File: src/rtl/riscv_pkg.sv
// Shared encodings for the data-memory access stage: control_unit field
// encodings, load/store unit FSM states and address-alignment helpers.
package riscv_pkg;

  // whb field from control_unit
  localparam logic [1:0] WHB_BYTE = 2'b00;
  localparam logic [1:0] WHB_HALF = 2'b01;
  localparam logic [1:0] WHB_WORD = 2'b10;
  localparam logic [1:0] WHB_ILL  = 2'b11;

  // rw field from control_unit
  localparam logic RW_LOAD  = 1'b1;
  localparam logic RW_STORE = 1'b0;

  // load_store_unit FSM encodings
  localparam logic [1:0] LSU_IDLE = 2'b00;
  localparam logic [1:0] LSU_REQ  = 2'b01;
  localparam logic [1:0] LSU_RESP = 2'b10;

  // Fields of an accepted access that the response path still needs.
  typedef struct packed {
    logic       rw;
    logic [1:0] whb;
    logic       su;
    logic [1:0] lo;
  } lsu_op_t;

  // True when the access size does not fit its natural alignment.
  function automatic logic is_misaligned(input logic [1:0] whb, input logic [1:0] lo);
    logic mis;
    case (whb)
      WHB_HALF: mis = lo[0];
      WHB_WORD: mis = (lo != 2'b00);
      default:  mis = 1'b0;
    endcase
    return mis;
  endfunction

  // Clears the low address bits that would misalign the access.
  function automatic logic [1:0] align_lo(input logic [1:0] whb, input logic [1:0] lo);
    logic [1:0] res;
    case (whb)
      WHB_HALF: res = {lo[1], 1'b0};
      WHB_WORD: res = 2'b00;
      default:  res = lo;
    endcase
    return res;
  endfunction

endpackage

File: src/rtl/lsu_align.sv
// Combinational lane steering for the load/store unit: byte enables and
// replicated store data on the way out, lane extraction and sign/zero
// extension of the returned word on the way back.
module lsu_align
  import riscv_pkg::*;
(
  input  logic [1:0]  st_whb,
  input  logic [1:0]  st_lo,
  input  logic [31:0] st_wdata,
  output logic [3:0]  st_be,
  output logic [31:0] st_lanes,
  input  logic [1:0]  ld_whb,
  input  logic [1:0]  ld_lo,
  input  logic        ld_su,
  input  logic [31:0] ld_word,
  output logic [31:0] ld_data
);

  logic [7:0]  byte_sel;
  logic [15:0] half_sel;

  // Store side: enable the addressed lanes and replicate data across all lanes.
  always_comb begin
    st_be    = 4'b0000;
    st_lanes = 32'h0000_0000;
    case (st_whb)
      WHB_BYTE: begin
        st_be    = 4'b0001 << st_lo;
        st_lanes = {4{st_wdata[7:0]}};
      end
      WHB_HALF: begin
        st_be    = 4'b0011 << {st_lo[1], 1'b0};
        st_lanes = {2{st_wdata[15:0]}};
      end
      WHB_WORD: begin
        st_be    = 4'b1111;
        st_lanes = st_wdata;
      end
      default: begin
        st_be    = 4'b0000;
        st_lanes = 32'h0000_0000;
      end
    endcase
  end

  // Load side: pick the addressed lane and extend it to 32 bits.
  always_comb begin
    byte_sel = ld_word[{ld_lo, 3'b000} +: 8];
    half_sel = ld_word[{ld_lo[1], 4'b0000} +: 16];
    ld_data  = 32'h0000_0000;
    case (ld_whb)
      WHB_BYTE: ld_data = {{24{ld_su & byte_sel[7]}}, byte_sel};
      WHB_HALF: ld_data = {{16{ld_su & half_sel[15]}}, half_sel};
      WHB_WORD: ld_data = ld_word;
      default:  ld_data = 32'h0000_0000;
    endcase
  end

endmodule

File: src/rtl/load_store_unit.sv
// Data-memory access stage. Accepts one load/store per start pulse, runs a
// req/ack memory handshake with a timeout, and returns extended load data.
// Optional build macro: MISALIGN_TRAP_EN -- misaligned half/word accesses
// finish with err instead of having their low address bits cleared.
module load_store_unit
  import riscv_pkg::*;
#(
  parameter int TIMEOUT_CYCLES = 255
) (
  input  logic        clk,
  input  logic        rst,
  input  logic        start,
  input  logic        rw,
  input  logic [1:0]  whb,
  input  logic        su,
  input  logic [31:0] addr,
  input  logic [31:0] wdata,
  output logic        busy,
  output logic        done,
  output logic        err,
  output logic [31:0] rdata,
  output logic        mem_req,
  output logic        mem_we,
  output logic [3:0]  mem_be,
  output logic [31:0] mem_addr,
  output logic [31:0] mem_wdata,
  input  logic        mem_ack,
  input  logic [31:0] mem_rdata
);

  // Last counter value before the access is abandoned.
  localparam logic [7:0] TIMEOUT_LAST = 8'(TIMEOUT_CYCLES - 1);

  logic [1:0]  state;
  lsu_op_t     op;
  logic        bad;
  logic [7:0]  cnt;

  logic        start_bad;
  logic [1:0]  eff_lo;
  logic [3:0]  st_be;
  logic [31:0] st_lanes;
  logic [31:0] ld_data;

`ifdef MISALIGN_TRAP_EN
  // Misaligned accesses are rejected and keep their original address bits.
  always_comb begin
    start_bad = (whb == WHB_ILL) || is_misaligned(whb, addr[1:0]);
    eff_lo    = addr[1:0];
  end
`else
  // Misaligned accesses are silently realigned; only whb==11 is rejected.
  always_comb begin
    start_bad = (whb == WHB_ILL);
    eff_lo    = align_lo(whb, addr[1:0]);
  end
`endif

  // Store steering uses the live request; load extraction the latched one.
  lsu_align u_align (
    .st_whb   (whb),
    .st_lo    (eff_lo),
    .st_wdata (wdata),
    .st_be    (st_be),
    .st_lanes (st_lanes),
    .ld_whb   (op.whb),
    .ld_lo    (op.lo),
    .ld_su    (op.su),
    .ld_word  (mem_rdata),
    .ld_data  (ld_data)
  );

  // Access FSM, timeout counter and all registered outputs.
  always_ff @(posedge clk or posedge rst) begin
    if (rst) begin
      state     <= LSU_IDLE;
      op        <= '0;
      bad       <= 1'b0;
      cnt       <= 8'd0;
      busy      <= 1'b0;
      done      <= 1'b0;
      err       <= 1'b0;
      rdata     <= 32'h0000_0000;
      mem_req   <= 1'b0;
      mem_we    <= 1'b0;
      mem_be    <= 4'b0000;
      mem_addr  <= 32'h0000_0000;
      mem_wdata <= 32'h0000_0000;
    end else begin
      done <= 1'b0;
      case (state)
        LSU_IDLE: begin
          if (start) begin
            op.rw     <= rw;
            op.whb    <= whb;
            op.su     <= su;
            op.lo     <= eff_lo;
            bad       <= start_bad;
            err       <= 1'b0;
            busy      <= 1'b1;
            cnt       <= 8'd0;
            state     <= LSU_REQ;
            mem_req   <= ~start_bad;
            mem_we    <= ~start_bad & (rw == RW_STORE);
            mem_be    <= start_bad ? 4'b0000 : st_be;
            mem_addr  <= {addr[31:2], 2'b00};
            mem_wdata <= st_lanes;
          end else begin
            busy <= 1'b0;
          end
        end
        LSU_REQ: begin
          if (bad) begin
            // Rejected access: one cycle of busy, then an error completion.
            state <= LSU_RESP;
            done  <= 1'b1;
            err   <= 1'b1;
            if (op.rw == RW_LOAD) begin
              rdata <= 32'h0000_0000;
            end else begin
              rdata <= rdata;
            end
          end else if (mem_ack) begin
            mem_req <= 1'b0;
            state   <= LSU_RESP;
            done    <= 1'b1;
            if (op.rw == RW_LOAD) begin
              rdata <= ld_data;
            end else begin
              rdata <= rdata;
            end
          end else if (cnt == TIMEOUT_LAST) begin
            // Memory never answered: abandon the request.
            mem_req <= 1'b0;
            state   <= LSU_RESP;
            done    <= 1'b1;
            err     <= 1'b1;
            if (op.rw == RW_LOAD) begin
              rdata <= 32'h0000_0000;
            end else begin
              rdata <= rdata;
            end
          end else begin
            cnt <= cnt + 8'd1;
          end
        end
        LSU_RESP: begin
          state <= LSU_IDLE;
          busy  <= 1'b0;
        end
        default: begin
          state   <= LSU_IDLE;
          busy    <= 1'b0;
          mem_req <= 1'b0;
        end
      endcase
    end
  end

endmodule

File: config.mk
export PLATFORM = sky130hd
export DESIGN_NAME = load_store_unit
export DESIGN_NICKNAME = d
export VERILOG_FILES = /design/src/rtl/riscv_pkg.sv /design/src/rtl/lsu_align.sv /design/src/rtl/load_store_unit.sv
export SDC_FILE = /design/constraint.sdc
export NUM_CORES = 1
export LEC_CHECK = 0
export CAP_MARGIN = 5
export CORE_MARGIN = 3
export CORE_UTILIZATION = 30
export CTS_CLUSTER_SIZE = 20
export DETAILED_ROUTE_END_ITERATION = 16
export PLACE_DENSITY = 0.61
export REMOVE_ABC_BUFFERS = 1
export SLEW_MARGIN = 15
export SYNTH_ARGS = -nofsm -noshare
export SYNTH_HDL_FRONTEND = slang
export SYNTH_SLANG_ARGS = --single-unit
File: constraint.sdc
create_clock -name clk -period 4 [get_ports clk]
set_clock_uncertainty 0.1 [all_clocks]
set_input_delay 0.8 -clock clk [delete_from_list [all_inputs] [get_ports clk]]
set_output_delay 0.8 -clock clk [all_outputs]
set_load 0.02 [all_outputs]
Word-level counts from Yosys, hierarchy flattened
Cells that the tools add are included.
Word-level totals
  bits in registers: 120
Cells by class
  bitwise operators: 6
  add/sub/neg operators: 1
  reductions and logical operators: 11
  shifts and indexed selects: 4
  multiplexer cells: 36
  equality and inequality tests: 17
Operators with widths (count)
  32-bit case mux with 3 select lines: 2
  32-bit two-way mux: 5
  8-bit two-way mux: 4
  32-bit by 6-bit indexed part select with 16-bit output: 1
  32-bit by 6-bit indexed part select with 8-bit output: 1
  8-bit case mux with 2 select lines: 1
  1-bit two-way mux: 13
  4-bit case mux with 3 select lines: 1
  3-bit inequality test, second input constant: 3
  8-bit by 1-bit adder with 8-bit output, second input constant: 1
  2-bit == test, second input constant: 4
  8-bit == test, second input constant: 1
  2-bit two-way mux: 4
  2-bit inequality test, second input constant: 4
  2-bit case mux with 2 select lines: 2
  4-bit AND reduction: 2
  2-bit by 1-bit == test with 1-bit output, second input constant: 3
  2-bit logical NOT: 3
  5-bit AND reduction: 1
  4-bit two-way mux: 1
  4-bit inequality test, second input constant: 1
  1-bit case mux with 2 select lines: 2
  2-bit AND reduction: 2
  1-bit by 2-bit << shifter with 4-bit output, first input constant: 1
  8 further kinds: 12

Depth between registers and ports, before layout
Gate-level depths: netlist of the first run.
  word-level depth: 6
  depth in mapped cells: 7
  mapped depth without buffers: 6

Cells and area by module
From an unflattened synthesis of the first run, not the netlist that was laid out.
Unflattened totals
  cell total of the unflattened synthesis: 666
  area, all modules: 6064.6 µm²
By module, submodules not included
  load_store_unit: area an instance 4698.3 µm², cells an instance 459, instances 1, sequential area each 3002.9 µm²
  lsu_align: area an instance 1366.3 µm², cells an instance 207, instances 1, sequential area each 0.0 µm²

Worst setup path after synthesis of the first run
No wires, ideal clock.
  path type: input port to flip-flop
  from: in whb[0]
  to: reg mem_wdata[0]
  path buffers: 1
  setup slack: 1840 ps
  arrival time: 1939 ps
  required time: 3779 ps
  stages on the path: 7
  path through: inv_1 -> ha_1 -> or2_2 -> clkbuf_1 -> o21ai_0 -> nor2_1 -> a22o_1
Between the ends
  cells in the longest elaborated chain, start to end: 2
  elaborated cells between the ends (all ways): 4
  those cells by class: eq/ne: 2; mux: 1; reduce/logical: 1
RTL lines
  start, declared: RTL line load_store_unit.sv:14  | input logic [1:0] whb,
  2-bit == test, or another cell as far along: RTL line lsu_align.sv:26  | case (st_whb)
  32-bit case mux with 3 select lines (*): RTL line lsu_align.sv:26
  end signal, assigned: RTL line load_store_unit.sv:107  | mem_wdata <= st_lanes;
  end, declared: RTL line load_store_unit.sv:26  | output logic [31:0] mem_wdata,
Every way passes the cells marked *; elsewhere a longest branch is shown, timed or not.
A chain may end at the register's enable or synchronous reset.

Final worst setup path of the first run
  from: in whb[0]
  to: reg mem_wdata[7]
The elaborated chain is that of the path after synthesis.

==> impl_metrics.csv, run 1 <==
group,metric,value,unit
drt,routed_wl,17.5,mm
drt,firstDrtPassIters,4,
pwr,leakage,3.72,nW
sta,grt_setup_unrepaired,"no",
synthesis,yosysSeqAreaShare,53.0,%
clock_tree,clock-root-buffer,"clkbuf_16",
setup_path,path_buf_inv,2,
synthesis,syn_area,5670,um2
sta,max_freq,360,MHz
setup_path,critPathSlowestCell,"ha_1",
synthesis,synthArstFlopShare,100,%
floorplanning,fp.coreArea,18300,um2
setup_path,slowest_delay,0.49,ns
global_routing,antenna_found_initial,0,
setup_path,critPathMaxFanout,12,
floorplanning,io-pin-count,209,
setup_path,path_class,"in -> reg",
sta,tightest_slew,1.07,ns
placement,gp_congestion,0.770,
clock_tree,clock_latency,0.41,ns
synthesis,ys_ff_latch,120,
clock_tree,cts.clk_slew.worst_paths,0.05,ns
drt,vias,5168,
sta,drv_slew,0,
cells_and_area,fin_area,8550,um2
sta,period_needed,2.78,ns
synthesis,syn_inst,595,
global_routing,globalRouteOverflowTotal,0,
clock_tree,cts_sinks,120,
clock_tree,post_cts_resized,0,
placement,hpwl,12.2,mm
setup_path,critPathCaptureType,"flop",
sta,hold_viol,0,
clock_tree,ctsHoldBuffers,0,
setup_path,crit_arrival,3.02,ns
drt,drcViolationCount,0,
sta,setup-tns-final,0,ns
setup_path,cp_data_required_time,4.24,ns
synthesis,ys_types,56,
global_routing,grt_first_pass_wirelength,27.8,mm
setup_path,critPathLaunchType,"input pin",
cells_and_area,fill_cells,1754,
pwr,vdd_ir_drop_max,337,uV
placement,placed_cells,998,
clock_tree,cts_tree,"yes",
cells_and_area,finalNonFillerCells,1030,
pwr,p_per_area,795,nW/um2
placement,placed_area,7930,um2
global_routing,grt_pass1_vias,5095,
cells_and_area,drive_gt1_share,7.37,%
synthesis,ys_warn_count,0,
synthesis,synth_top_area_share,53.0,%
pwr,total_power,6.80,mW
cells_and_area,final_nets,898,
synthesis,synth_ff_type,"dfrtp_1",
placement,pre_cts_slack,0.788,ns
synthesis,synth_top_area_cell,"dfrtp_1",
sta,finalSetupViolCount,0,
placement,port_buffers,206,
sta,timing.final.crit_share,69.4,%
floorplanning,initial_utilization,31.0,%
clock_tree,cts_buffer_depth,2,
sta,worst_slack,1.22,ns
floorplanning,dieArea,20600,um2
sta,relSlewSlack,26.6,%
clock_tree,cts_inserted_buffers,17,
global_routing,grt_start_max_net_pins,83,
sta,whs,0.370,ns
clock_tree,cts.htree.levels,4,
floorplanning,die_y,143,um
synthesis,synthTopCellsByArea,"dfrtp_1, nand2_1, a22o_1",
synthesis,synth_edf_count,0,
run,max-cap-violations,0,
synthesis,syn_avg_cell_area,9.52,um2
floorplanning,die_w,143,um
global_routing,gr-usage-all-layers,17.1,%
drt,detail_route.wl_per_cell,17.0,um
floorplanning,row_count,49,
drt,drtIter0Drc,273,
cells_and_area,area_delta_synth_final,51.0,%
clock_tree,postCtsSetupRepairBufs,0,
drt,drt.antenna.violating_nets,0,
setup_path,critPathTopFamily,"simple AND/OR/NAND/NOR gates",
worst_hold_path,hold_path_class,"reg -> reg",
drt,routed_via_density,5.02,
setup_path,crit_chain,"clkdlybuf4s50_1 > inv_1 > ha_1 > or2_2 > o21ai_0 > nor2_1 > a22o_1",
cells_and_area,final_util,46.8,%
cells_and_area,n_antenna_cell,0,
status,status,"finished, final reports clean",
[cells in the final DEF, fill, tap and decap left out, types with 5 or more instances in the layout]
master	n
clkinv_2	5
nand3b_1	6
a22oi_1	8
mux2_2	9
clkdlybuf4s50_1	206
nand3_1	18
ha_1	6
buf_4	8
inv_1	8
a21oi_1	23
a221o_1	5
nand2_1	166
o2bb2ai_1	8
a21o_1	5
dfrtp_1	120
a221oi_1	9
a31oi_1	7
clkbuf_16	17
nand2b_1	7
nor2_1	13
o21ai_0	52
a22o_1	34
[cell usage after synthesis, types with 2 or more instances]
cell type,instances
xnor2_1,2
nor2b_1,4
nand4_1,2
nand3b_1,6
nor3b_2,2
a221oi_1,9
nand2b_1,7
o31ai_1,3
nor2_1,13
inv_1,9
buf_2,3
a21o_1,5
buf_1,3
a22oi_1,8
clkbuf_1,33
nand3_1,18
a31oi_1,7
ha_1,6
mux2i_1,3
and2_1,3
a221o_1,5
dfrtp_1,120
mux2_2,9
o21ai_0,52
o311ai_0,3
nand2_1,166
buf_4,2
a21oi_1,23
o2111ai_1,2
a22o_1,34
o2bb2ai_1,8
[cell type report]
cell class / instances / area, um2 / share of cell area [%]
clock inverters: 13 / 178 / 2.08
inverters: 9 / 36.3 / 0.424
repair buffers: 215 / 2140 / 25.0
flip-flops and latches: 120 / 3000 / 35.1
clock buffers: 19 / 443 / 5.18
well taps: 229 / 287 / 3.35
multi-input cells: 425 / 2460 / 28.8
[per-layer routing]
metal	GRT usage, %	vias to the layer above	share of wire [%]
li1	-	2488	-
met1	23.1	2482	45
met2	25.9	177	46
met3	6.26	21	8.0
met4	4.76	0	1.5
met5	0	-	0
[path summary, 6_finish.rpt]
check	cells after the start	slack, ns	start	end
max in group asynchronous	3	2.17	rst	rdata[31]
setup reg to reg	5	1.34	op[1]	rdata[24]
min in group asynchronous	2	0.74	rst	mem_addr[4]
hold reg to reg	2	0.37	mem_addr[26]	mem_addr[26]
setup / recovery	7	1.22	whb[0]	mem_wdata[7]
hold / removal	2	0.37	mem_addr[26]	mem_addr[26]
[worst min-delay path, cell delays in order (launching register included)]
cell and delay (ns):
dfrtp_1 0.33, nand2_1 0.05, nand2_1 0.06
[logic make-up after synthesis]
kind of cell / synth area share [%]
XOR/XNOR: 0.309
buffers and inverters: 3.71
flip-flops: 53.0
adder cells (fa/ha/maj): 1.33
AND/OR/NAND/NOR: 18.6
AO/OA/AOI/OAI: 20.3
multiplexers: 2.72
other: 0.0662
[sequential cells by signal (all words and copies together), names as in the netlist, 2 cells and up]
name,count
mem_wdata,32
op,6
state,2
mem_addr,30
cnt,8
mem_be,4
rdata,32
[report_power, final]
part | total [mW] | internal [mW] | switching, mW | leakage [nW]
Sequential | 2.11 | 1.74 | 0.365 | 1.55
Combinational | 3.07 | 1.41 | 1.66 | 1.86
Clock | 1.63 | 1.05 | 0.573 | 0.302
Total | 6.80 | 4.20 | 2.60 | 3.72
No activity file was read; power rests on OpenSTA's default activity.
==> run 2: changes to the inputs <==
Clock period 4 ns to 2.5 ns, I/O delays scaled along.
==> impl_metrics.csv, run 2 (synthesis results as in run 1) <==
group,metric,value,unit
pwr,p_per_area,1230,nW/um2
worst_hold_path,min_path_cells,2,
cells_and_area,n_antenna_cell,0,
drt,detail_route.wl_per_cell,16.6,um
sta,max_freq,491,MHz
sta,whs,0.366,ns
placement,gp_congestion,0.766,
run,max-cap-violations,0,
clock_tree,postCtsSetupRepairBufs,0,
placement,port_buffers,206,
worst_hold_path,worstHoldEndpoint,"err",
setup_path,critPathSlowestCell,"clkdlybuf4s50_1",
floorplanning,die_y,143,um
setup_path,path_class,"reg -> out",
cells_and_area,finalNonFillerCells,1040,
clock_tree,clock_latency,0.41,ns
sta,grt_setup_unrepaired,"no",
clock_tree,clock-root-buffer,"clkbuf_16",
status,status,"finished, final reports clean",
setup_path,crit_arrival,1.44,ns
drt,firstDrtPassIters,4,
clock_tree,ctsHoldBuffers,0,
sta,tightest_slew,0.578,ns
pwr,comb_power_share,47.3,%
drt,drtIter0Drc,260,
setup_path,ff2ff_path_depth,4,
pwr,p_int,6.54,mW
setup_path,cp_data_required_time,1.90,ns
setup_path,critPathTopFamily,"buffers and inverters",
pwr,clkPwrFrac,21.3,%
global_routing,grt_first_pass_wirelength,27.2,mm
floorplanning,fp.coreArea,18300,um2
drt,drt.antenna.violating_nets,0,
cells_and_area,largestRegisters,"mem_wdata (32), rdata (32), mem_addr (30)",
global_routing,grt_start_max_net_pins,63,
sta,finalSetupViolCount,0,
clock_tree,cts.htree.levels,4,
pwr,p_switching,4.09,mW
sta,drv_slew,0,
cells_and_area,drive_gt1_share,8.38,%
sta,period_needed,2.04,ns
global_routing,globalRouteOverflowTotal,0,
sta,setup-tns-final,0,ns
floorplanning,dieArea,20600,um2
global_routing,grt_pass1_vias,5027,
pwr,power.share.switching,38.5,%
floorplanning,initial_utilization,31.0,%
cells_and_area,final_cell_mix,"clkdlybuf4s50_1, nand2_1, dfrtp_1, o21ai_0, a22o_1",
global_routing,gr-usage-all-layers,16.8,%
setup_path,regToRegStartpoint,"state[1]",
drt,drcViolationCount,0,
placement,placed_area,8070,um2
drt,routed_wl,17.2,mm
global_routing,antenna_found_initial,0,
cells_and_area,fin_area,8610,um2
sta,timing.final.crit_share,81.5,%
clock_tree,cts_buffer_depth,2,
setup_path,r2r_end,"rdata[2]",
clock_tree,cts_inserted_buffers,17,
cells_and_area,area_delta_synth_final,52.0,%
setup_path,critPathMaxFanout,2,
pwr,leakage,3.75,nW
sta,relSlewSlack,61.4,%
setup_path,critPathLaunchType,"flop",
floorplanning,die_w,143,um
setup_path,path_buf_inv,1,
clock_tree,cts.clk_slew.worst_paths,0.05,ns
setup_path,crit_chain,"clkdlybuf4s50_1",
worst_hold_path,hp-start,"err",
placement,placed_cells,1010,
clock_tree,post_cts_resized,0,
floorplanning,io-pin-count,209,
setup_path,r2r_slack,0.47,ns
setup_path,critPathCaptureType,"primary output",
sta,hold_viol,0,
pwr,pwr-share-seq,31.5,%
drt,routed_via_density,4.94,
clock_tree,cts_tree,"yes",
drt,vias,5142,
cells_and_area,layout_commonest_cell,"clkdlybuf4s50_1",
cells_and_area,final_nets,910,
setup_path,slowest_delay,0.68,ns
floorplanning,row_count,49,
clock_tree,cts_sinks,120,
placement,hpwl,12.2,mm
pwr,vdd_ir_drop_max,520,uV
worst_hold_path,hold_path_class,"reg -> reg",
==> run 2: worst max-delay path by stage <==
| stage | from | end | slack [ns] | depth (start not counted) |
|---|---|---|---|---|
| 2_1_floorplan | rst | bad | -1.29 | 1 |
| 3_3_place_gp | whb[0] | mem_wdata[2] | 0.13 | 7 |
| 3_5_place_dp | whb[0] | mem_wdata[2] | 0.11 | 7 |
| 4_1_cts | mem_be[0] | mem_be[0] | 0.44 | 1 |
| 5_1_grt | op[4] | rdata[8] | 0.36 | 4 |
| 6_report | mem_be[0] | mem_be[0] | 0.46 | 1 |
==> run 2: per-stage QoR <==
step           setup slack, ns  power [mW]  util [%]
6_report                 0.462        10.6      47.1
5_1_grt                  0.359        11.3      47.1
4_1_cts                  0.440        10.8      47.1
3_5_place_dp             0.114        8.45      44.2
3_3_place_gp             0.127        8.42      44.2
2_1_floorplan            -1.29        5.91         -
==> run 2: area by class of cell <==
class,instances,area (um2)
clock buffers,21,460
clock inverters,9,77.6
fillers,1762,9660
inverters,9,36.3
multi-input cells,425,2460
flip-flops and latches,120,3000
well taps,229,287
repair buffers,227,2280
==> run 2: power groups by stage <==
| stage | Combinational (mW) | Sequential, mW | Clock (mW) |
|---|---|---|---|
| CTS | 5.09 | 3.36 | 2.32 |
| finish | 5.03 | 3.35 | 2.26 |
| detailed placement | 5.09 | 3.36 | 0 |
| global placement | 5.06 | 3.36 | 0 |
| floorplan | 1.63 | 4.28 | 0 |
| global route | 5.47 | 3.47 | 2.41 |
==> run 2: routing by layer <==
layer / share of wire [%] / track usage (%)
met1: 46 / 22.7
met2: 45 / 25.4
met3: 8.1 / 5.92
met4: 1.1 / 5.25
met5: 0 / 0
==> run 2: worst reg2reg max path: stages, from the launching register on <==
cell	delay, ns
dfrtp_1	0.46
or3b_4	0.47
or3_1	0.49
a31oi_1	0.30
a221o_1	0.15
==> run 3: changes to the inputs <==
Clock period 2.5 ns to 1.69 ns, I/O delays scaled along.
==> impl_metrics.csv, run 3 (synthesis results as in run 1) <==
group,metric,value,unit
status,status,"finished with violations",
status,violations,"setup timing",
setup_path,crit_chain,"buf_4 > or3b_4 > or2_4 > or4_1 > a21oi_1",
placement,placed_cells,1077,
placement,hpwl,13.3,mm
cells_and_area,layout_commonest_cell,"dfrtp_1",
setup_path,slowest_delay,0.40,ns
pwr,p_per_area,1750,nW/um2
global_routing,grt_first_pass_wirelength,30.6,mm
drt,detail_route.wl_per_cell,17.9,um
drt,routed_via_density,4.97,
floorplanning,row_count,49,
cells_and_area,largestRegisters,"mem_wdata (32), rdata (32), mem_addr (30)",
drt,drtIter0Drc,231,
setup_path,critPathTopFamily,"simple AND/OR/NAND/NOR gates",
clock_tree,cts_buffer_depth,2,
drt,drt.antenna.violating_nets,0,
cells_and_area,area_delta_synth_final,81.4,%
clock_tree,cts_sinks,120,
sta,drv_slew,0,
clock_tree,cts_inserted_buffers,17,
floorplanning,die_y,143,um
cells_and_area,fin_area,10300,um2
setup_path,crit_arrival,2.07,ns
sta,period_needed,1.83,ns
placement,placed_area,8590,um2
global_routing,gr-usage-all-layers,18.9,%
setup_path,path_buf_inv,1,
global_routing,grt_pass1_vias,5628,
clock_tree,cts.clk_slew.worst_paths,0.06,ns
clock_tree,clock-root-buffer,"clkbuf_16",
clock_tree,ctsHoldBuffers,0,
floorplanning,dieArea,20600,um2
setup_path,regToRegStartpoint,"state[0]",
drt,firstDrtPassIters,4,
global_routing,globalRouteOverflowTotal,0,
placement,port_buffers,206,
worst_hold_path,hold_path_class,"in -> async",
clock_tree,cts_tree,"yes",
cells_and_area,drive_gt1_share,33.3,%
run,max-cap-violations,0,
cells_and_area,fill_cells,1643,
sta,grt_setup_unrepaired,"yes",
floorplanning,io-pin-count,209,
setup_path,critPathLaunchType,"flop",
pwr,leakage,4.89,nW
floorplanning,initial_utilization,31.0,%
setup_path,r2r_slack,-0.14,ns
cells_and_area,n_antenna_cell,0,
setup_path,r2r_end,"cnt[7]",
floorplanning,fp.coreArea,18300,um2
global_routing,antenna_found_initial,0,
pwr,vdd_ir_drop_max,901,uV
clock_tree,cts.htree.levels,4,
sta,worst_slack,-0.139,ns
cells_and_area,final_nets,1002,
setup_path,critPathCaptureType,"flop",
sta,finalSetupViolCount,85,
cells_and_area,final_cell_mix,"dfrtp_1, clkdlybuf4s50_1, dlygate4sd2_1, nand2_1, buf_4",
cells_and_area,finalNonFillerCells,1134,
global_routing,grt_start_max_net_pins,35,
drt,vias,5641,
placement,pre_cts_slack,-0.490,ns
sta,max_freq,547,MHz
setup_path,ff2ff_path_depth,5,
setup_path,critPathSlowestCell,"or3b_4",
sta,timing.final.crit_share,108,%
sta,hold_viol,0,
placement,gp_congestion,0.829,
sta,tightest_slew,0.510,ns
sta,whs,0.122,ns
sta,relSlewSlack,65.9,%
setup_path,path_class,"reg -> reg",
setup_path,critPathMaxFanout,4,
clock_tree,clock_latency,0.41,ns
floorplanning,die_w,143,um
drt,drcViolationCount,0,
pwr,total_power,18.0,mW
drt,routed_wl,20.3,mm
setup_path,cp_data_required_time,1.93,ns
-- run 3: worst max-delay path by stage --
stage / from / to / slack [ns] / cells past startpoint
after floorplan: rst / bad / -1.93 / 1
after global placement: whb[0] / mem_wdata[2] / -0.46 / 7
after detailed placement: whb[0] / mem_wdata[1] / -0.49 / 7
after CTS: cnt[0] / rdata[21] / -0.13 / 7
after global routing: cnt[0] / rdata[6] / -0.21 / 7
final: state[0] / cnt[7] / -0.14 / 5
-- run 3: power by group --
part | switching [mW] | leakage, nW | internal (mW) | total (mW)
logic | 4.93 | 3.08 | 4.34 | 9.27
clock network | 1.40 | 0.265 | 2.17 | 3.57
registers | 1.01 | 1.55 | 4.13 | 5.14
-- run 3: per-layer routing --
| layer | global-route usage, % | vias to the layer above | share of wire (%) |
|---|---|---|---|
| li1 | - | 2717 | - |
| met4 | 5.40 | 0 | 1.1 |
| met5 | 0 | - | 0 |
| met2 | 30.5 | 185 | 49 |
| met3 | 6.22 | 19 | 6.9 |
| met1 | 24.4 | 2720 | 43 |
-- run 3: timing repair --
item	CTS	global route
pin swaps	49	85
setup endpoints to repair	214	113
resized for setup	177	174
gates cloned	8	6
buffers inserted	5	7
-- run 3: cell type report --
cell class	instances	area [um2]	share of cell area (%)
repair buffers	318	3200	31.1
clock inverters	14	150	1.46
well taps	229	287	2.79
clock buffers	18	429	4.17
flip-flops and latches	120	3000	29.2
inverters	9	36.3	0.353
multi-input cells	426	3170	30.9
-- run 3: stage by stage --
step	setup TNS, ns	utilization [%]
6_report	-5.36	56.3
5_1_grt	-10.03	56.3
4_1_cts	-4.15	52.5
3_5_place_dp	-35.19	47.0
3_3_place_gp	-34.13	47.0
2_1_floorplan	-311.42	-
